--- src/rtl/ifetch_ctrl_if.sv ---
// Fetch-side bus bundle: instruction-memory req/ack port and the decode valid/ready port.
// master = fetch controller, slave = memory/decode side.
interface ifetch_ctrl_if;
   logic        imem_req;
   logic [31:0] imem_addr;
   logic        imem_ack;
   logic [31:0] imem_rdata;
   logic        instr_valid;
   logic [31:0] instr;
   logic [31:0] instr_pc;
   logic        instr_ready;

   modport master (
      output imem_req, imem_addr, instr_valid, instr, instr_pc,
      input  imem_ack, imem_rdata, instr_ready
   );

   modport slave (
      input  imem_req, imem_addr, instr_valid, instr, instr_pc,
      output imem_ack, imem_rdata, instr_ready
   );
endinterface

--- src/rtl/ifetch_ctrl.sv ---
// Instruction-fetch controller: drives the PC register input, runs a single-outstanding
// imem read and hands words to decode. Define IFETCH_ALIGN_CHECK_EN for the misaligned-fetch FAULT state.
//
// state | meaning
// IDLE  | first cycle out of reset, no request
// REQ   | request at pc outstanding
// HOLD  | fetched word presented to decode
// DROP  | redirected while a request was in flight; wait out its ack at the old address
// FAULT | misaligned pc seen, wait for redirect (IFETCH_ALIGN_CHECK_EN only)
module ifetch_ctrl #(
   parameter logic [31:0] PC_INC = 32'd4
) (
   input  logic          clk,
   input  logic          reset,
   input  logic [31:0]   i_pc,
   output logic [31:0]   o_pc_next,
   input  logic          i_redirect,
   input  logic [31:0]   i_redirect_target,
   output logic          o_fault,
   ifetch_ctrl_if.master bus
);

`ifdef IFETCH_ALIGN_CHECK_EN
   typedef enum logic [2:0] {S_IDLE, S_REQ, S_HOLD, S_DROP, S_FAULT} state_t;
`else
   typedef enum logic [1:0] {S_IDLE, S_REQ, S_HOLD, S_DROP} state_t;
`endif

   state_t      r_state;
   state_t      w_state_nxt;
   logic [31:0] r_instr;
   logic [31:0] r_instr_pc;
   logic [31:0] r_req_addr;
   logic [31:0] w_pc_next;
   logic [31:0] w_addr;
   logic        w_req;
   logic        w_capture;
   logic        w_misaligned;

`ifdef IFETCH_ALIGN_CHECK_EN
   assign w_misaligned = (i_pc[1:0] != 2'b00);
`else
   assign w_misaligned = 1'b0;
`endif

   always_ff @(posedge clk) begin
      if (reset) begin
         r_state    <= S_IDLE;
         r_instr    <= 32'd0;
         r_instr_pc <= 32'd0;
         r_req_addr <= 32'd0;
      end else begin
         r_state <= w_state_nxt;
         if (r_state == S_REQ) begin
            r_req_addr <= i_pc;
         end
         if (w_capture) begin
            r_instr    <= bus.imem_rdata;
            r_instr_pc <= i_pc;
         end
      end
   end

   always_comb begin
      w_state_nxt = r_state;
      w_pc_next   = i_pc;
      w_addr      = i_pc;
      w_req       = 1'b0;
      w_capture   = 1'b0;
      case (r_state)
         S_IDLE: begin
            w_state_nxt = S_REQ;
         end
         S_REQ: begin
            if (w_misaligned) begin
`ifdef IFETCH_ALIGN_CHECK_EN
               w_state_nxt = S_FAULT;
`endif
            end else begin
               w_req = 1'b1;
               if (bus.imem_ack && !i_redirect) begin
                  w_capture   = 1'b1;
                  w_pc_next   = i_pc + PC_INC;
                  w_state_nxt = S_HOLD;
               end else if (i_redirect) begin
                  // an ack in the same cycle retires the request, so no DROP needed
                  w_pc_next = i_redirect_target;
                  if (!bus.imem_ack) begin
                     w_state_nxt = S_DROP;
                  end
               end
            end
         end
         S_HOLD: begin
            if (i_redirect) begin
               w_pc_next   = i_redirect_target;
               w_state_nxt = S_REQ;
            end else if (bus.instr_ready) begin
               w_state_nxt = S_REQ;
            end
         end
         S_DROP: begin
            w_req  = 1'b1;
            w_addr = r_req_addr;
            if (i_redirect) begin
               w_pc_next = i_redirect_target;
            end
            if (bus.imem_ack) begin
               w_state_nxt = S_REQ;
            end
         end
`ifdef IFETCH_ALIGN_CHECK_EN
         S_FAULT: begin
            if (i_redirect) begin
               w_pc_next   = i_redirect_target;
               w_state_nxt = S_REQ;
            end
         end
`endif
         default: begin
            w_state_nxt = S_IDLE;
         end
      endcase
      // reset wins over anything the current state would do this cycle
      if (reset) begin
         w_req     = 1'b0;
         w_capture = 1'b0;
         w_pc_next = i_pc;
      end
   end

   assign o_pc_next       = w_pc_next;
   assign bus.imem_req    = w_req;
   assign bus.imem_addr   = w_addr;
   assign bus.instr_valid = (r_state == S_HOLD);
   assign bus.instr       = r_instr;
   assign bus.instr_pc    = r_instr_pc;

`ifdef IFETCH_ALIGN_CHECK_EN
   assign o_fault = (r_state == S_FAULT);
`else
   assign o_fault = 1'b0;
`endif

endmodule
--- src/flat_wrapper.sv ---
// flat-port wrapper written by rule: the top's interface ports become plain ports
module ifetch_ctrl_flat 
#(
   parameter logic [31:0] PC_INC = 32'd4
)
  (clk, reset, i_pc, o_pc_next, i_redirect, i_redirect_target, o_fault, bus_imem_req, bus_imem_addr, bus_instr_valid, bus_instr, bus_instr_pc, bus_imem_ack, bus_imem_rdata, bus_instr_ready);
  ifetch_ctrl_if bus_i ();
  input  logic clk;
  input  logic reset;
  input  logic [31:0] i_pc;
  output logic [31:0] o_pc_next;
  input  logic i_redirect;
  input  logic [31:0] i_redirect_target;
  output logic o_fault;
  output wire logic [$bits(bus_i.imem_req)-1:0] bus_imem_req;
  output wire logic [$bits(bus_i.imem_addr)-1:0] bus_imem_addr;
  output wire logic [$bits(bus_i.instr_valid)-1:0] bus_instr_valid;
  output wire logic [$bits(bus_i.instr)-1:0] bus_instr;
  output wire logic [$bits(bus_i.instr_pc)-1:0] bus_instr_pc;
  input wire logic [$bits(bus_i.imem_ack)-1:0] bus_imem_ack;
  input wire logic [$bits(bus_i.imem_rdata)-1:0] bus_imem_rdata;
  input wire logic [$bits(bus_i.instr_ready)-1:0] bus_instr_ready;
  assign bus_imem_req = bus_i.imem_req;
  assign bus_imem_addr = bus_i.imem_addr;
  assign bus_instr_valid = bus_i.instr_valid;
  assign bus_instr = bus_i.instr;
  assign bus_instr_pc = bus_i.instr_pc;
  assign bus_i.imem_ack = bus_imem_ack;
  assign bus_i.imem_rdata = bus_imem_rdata;
  assign bus_i.instr_ready = bus_instr_ready;
  ifetch_ctrl #(.PC_INC(PC_INC)) u_core (.clk(clk), .reset(reset), .i_pc(i_pc), .o_pc_next(o_pc_next), .i_redirect(i_redirect), .i_redirect_target(i_redirect_target), .o_fault(o_fault), .bus(bus_i));
endmodule
--- config.mk ---
export PLATFORM = sky130hd
export DESIGN_NAME = ifetch_ctrl_flat
export DESIGN_NICKNAME = d
export VERILOG_FILES = /design/src/rtl/ifetch_ctrl_if.sv /design/src/rtl/ifetch_ctrl.sv /design/src/flat_wrapper.sv
export SDC_FILE = /design/constraint.sdc
export NUM_CORES = 1
export LEC_CHECK = 0
export BUFFER_PORTS_ARGS = -buffer_cell sky130_fd_sc_hd__buf_2
export CORE_ASPECT_RATIO = 1.4
export CORE_UTILIZATION = 43
export CTS_CLUSTER_SIZE = 10
export DETAILED_ROUTE_END_ITERATION = 8
export PLACE_DENSITY = 0.77
export SYNTH_ARGS = -nofsm -noshare
export SYNTH_HDL_FRONTEND = slang
export SYNTH_SLANG_ARGS = --single-unit
--- constraint.sdc ---
create_clock -name clk -period 1.6 [get_ports clk]
set_input_delay 0.08 -clock clk [delete_from_list [all_inputs] [get_ports clk]]
set_output_delay 0.08 -clock clk [all_outputs]
set_load 0.01 [all_outputs]
==> summary.md <==
| Metric | Value |
|---|---|
| Reg-to-Reg End | `u_core.bus.instr[24]` |
| Clk sinks | `98` |
| Outcome | `finished with violations` |
| Number of nets in the layout | `approximately 1100` |
| Worst path slowest cell | `dfxtp_4` |
| NetSw | `between 1.5 and 2 mW` |
| Sequential area share after synthesis | `0.3721` |
| Vias per inst | `between 5 and 6` |
| Crit path required time | `1.52 ns` |
| Clock Tree Buf Depth | `2` |
| Commonest non-fill, non-tap cells in the layout | `212 x nand2_1, 194 x buf_2, 100 x a21oi_1` |
| PwrDens | `about 770 nW/um^2` |
| Post-synth EDFFs | `0` |
| Residual DRC | `0` |
| Reg2reg path depth | `6` |
| Critical path origin | `u_core.r_state[1]` |
| Core ar. | `~12000 sq um` |
| Post-DP HPWL | `between 10 and 15 mm` |
| Cell row count | `between 40 and 50` |
| P_leak | `between 3 and 4 nW` |
| DRT iter0 DRCs | `453` |
| CP peak stage delay | `between 0.3 and 0.4 ns` |
| Slew Limit Fails | `0` |
| Die area | `between 10000 and 15000 sq um` |
| RSZ-0062 raised after global routing | `true` |
| Worst-path cell chain | `nand2b_4 > or3_4 > buf_8 > a31oi_1 > o21ai_0 > o21ai_1 > buf_2` |
| Crit Path Category | `reg2out` |
| Multi-input logic area | `around 3400 sq um` |
| First drt pass iteration count | `5` |
| Fraction of registers with async set/reset | `0` |
| Final-report hold violation count | `0` |
| Syn Inst Count | `725` |
| Placed instance area | `around 7000 sq um` |
| Grt ovf | `0` |
| Final instance area | `8573 sq um` |
| Die X-Extent | `~96 um` |
| Final setup fails | `64` |
| Top Ports | `~230` |
| FF+latch count, synth | `about 100` |
| First-pass GRT wire length | `about 32 mm` |
| Peak supply drop | `0.5035 mV` |
| Fmax | `between 500 and 600 MHz` |
| Worst-Skew Late Latency | `about 0.35 ns` |
| Antenna Nets Post-Route | `0` |
| P_int | `roughly 4.6 mW` |
| Worst EP arrival | `1.91 ns` |
| CTS tree | `built` |
| Top FF cell, synth | `dfxtp_1` |
| Setup ws final | `-0.3900 ns` |
| Cell Area, Synth | `around 5300 sq um` |
| Number of buffers created by CTS | `9` |
| Number of max-cap violations | `0` |
| Root buf cell | `clkbuf_16` |
| Initial antenna violation count | `0` |
| Starting Density | `0.4439` |
| Net Sw Frac | `0.3011` |
| Worst Clk Skew | `approximately 0.007 ns` |
| Failing checks | `setup timing` |
| Comb power frac | `0.258` |
| Die Span Y | `133.0 um` |
| Syn nets | `827` |
| Yosys warnings | `0` |
| Commonest non-fill, non-tap cell in the layout | `nand2_1` |
| Fill cells | `920` |
| FF/Latch Area | `just under 2000 sq um` |
| Clk pwr share | `0.346` |
| Share of cells above drive strength 1 | `0.4298` |
| ANT cells | `0` |
| CP Launch Type | `flop` |
| Synth unique cells | `50` |
| Gpl congestion | `between 0.8 and 0.9` |
| Worst-path clk slew | `~0.070 ns` |
| Port Buf Inserts | `230` |
| Sequential share of power | `0.396` |
| Nature of the critical path endpoint | `output pin` |
| Routed wire length | `between 20 and 25 mm` |
| Final Cycle Share | `1.244` |
| Crit-path max FO | `7` |
| Vias in the first global route | `~6400` |
| Min-Delay Path Class | `in2reg` |
| Synth-to-Final Area Change | `62.60%` |
| Wire length per cell | `around 18 um` |
| Total power | `around 6.6 mW` |
| Synthesized area per cell | `roughly 7.3 sq um` |
| Crit Reg-Reg Startpoint | `u_core.r_state[1]` |
| Setup TNS | `-14.19 ns` |
| Setup slack, reg-to-reg | `approximately 0.090 ns` |
| Tot GR Track Use | `0.3203` |
| Crit path to | `o_pc_next[7]` |
| Via Count | `approximately 6700` |
| Min Tclk post-route | `between 1.5 and 2 ns` |
| Pin count of the biggest net entering global routing | `52` |
| CTS H-tree lvls | `3` |
[final cells by class]
cell class              instances  share of cell area
repair buffers                365              0.3119
well taps                     147             0.02145
flip-flops and latches         98              0.2297
clock buffers                  10             0.02671
clock inverters                 6            0.008757
multi-input cells             551              0.4002
inverters                       3            0.001313
[critical path, delay by kind of cell, from the launching register on]
family                 cells  cell delay [ns]
AO/OA/AOI/OAI              3             0.37
flip-flops                 1             0.36
AND/OR/NAND/NOR            2             0.50
buffers and inverters      2             0.32
[kinds of logic after synthesis]
logic type,synth area share
AOI/OAI and AO/OA,0.2110
xor gates and xnor gates,0.004984
adders and majority gates,0.002373
buffers and inverters,0.06550
DFF,0.3721
muxes,0.07831
other,0.0007112
and+or+nand+nor,0.2651
[Yosys cell counts (8+ instances only)]
master    instances  area [sq um]
a21oi_1         104         520.5
a22oi_1          10         75.07
buf_1             9         33.78
buf_2            27         135.1
clkbuf_1         31         116.4
dfxtp_1          98          1962
mux2_2           34         382.9
nand2_1         213         799.5
nand3_1          18         90.09
nor2_1           30         112.6
nor3_1           12         60.06
nor4_1            8         50.05
o21ai_0          28         140.1
[power groups by stage]
stage | clock network, mW | registers (mW) | logic (mW)
after global routing | 2.39 | 2.62 | 1.80
after detailed placement | 0 | 2.65 | 1.31
after global placement | 0 | 2.65 | 1.29
final | 2.28 | 2.61 | 1.70
after CTS | 2.27 | 2.60 | 1.60
after floorplan | 0 | 2.67 | 0.675
[flip-flops by register name, indices dropped and copies added (netlist names)]
| name | count |
|---|---|
| u_core.bus.instr | 32 |
| u_core.r_req_addr | 32 |
| u_core.bus.instr_pc | 32 |
| u_core.r_state | 2 |
[worst min-delay path by stage]
stage / from / end / slack [ns] / cells past startpoint
2_1_floorplan: i_pc[0] / u_core.r_req_addr[0] / 0.22 / 2
3_3_place_gp: bus_imem_rdata[19] / u_core.bus.instr[19] / 0.32 / 3
3_5_place_dp: bus_imem_rdata[15] / u_core.bus.instr[15] / 0.33 / 3
4_1_cts: i_pc[0] / u_core.bus.instr_pc[0] / 0.01 / 3
5_1_grt: i_pc[0] / u_core.bus.instr_pc[0] / 0.02 / 3
6_report: i_pc[0] / u_core.bus.instr_pc[0] / 0.02 / 3
[repair_timing]
item	CTS	global route
pin swaps	25	12
cloned	5	0
hold buffers	32	0
buffers inserted	8	11
endpoints found under the hold margin	32	0
resized for setup	146	47
endpoints found under the setup margin	64	65
[through the flow]
step / utilization / setup slack [ns] / cells / hold WS [ns]
after global placement: 0.5875 / -0.07774 / 1114 / 0.3201
after CTS: 0.7053 / -0.3243 / 1174 / 0.01149
final: 0.7217 / -0.3900 / 1180 / 0.01542
after detailed placement: 0.5875 / -0.09764 / 1114 / 0.3257
after global routing: 0.7217 / -0.4100 / 1180 / 0.01908
after floorplan: - / 0.006040 / 725 / 0.2160
[metal layers]
metal / global-route usage / wire length (um) / vias to the layer above
met5: 0 / 0 / -
met4: 0.1625 / 995 / 0
met3: 0.08103 / 1912 / 91
met2: 0.5548 / 10510 / 399
met1: 0.3532 / 7618 / 3082
li1: - / - / 3092
(Power assumes the default switching activity.)
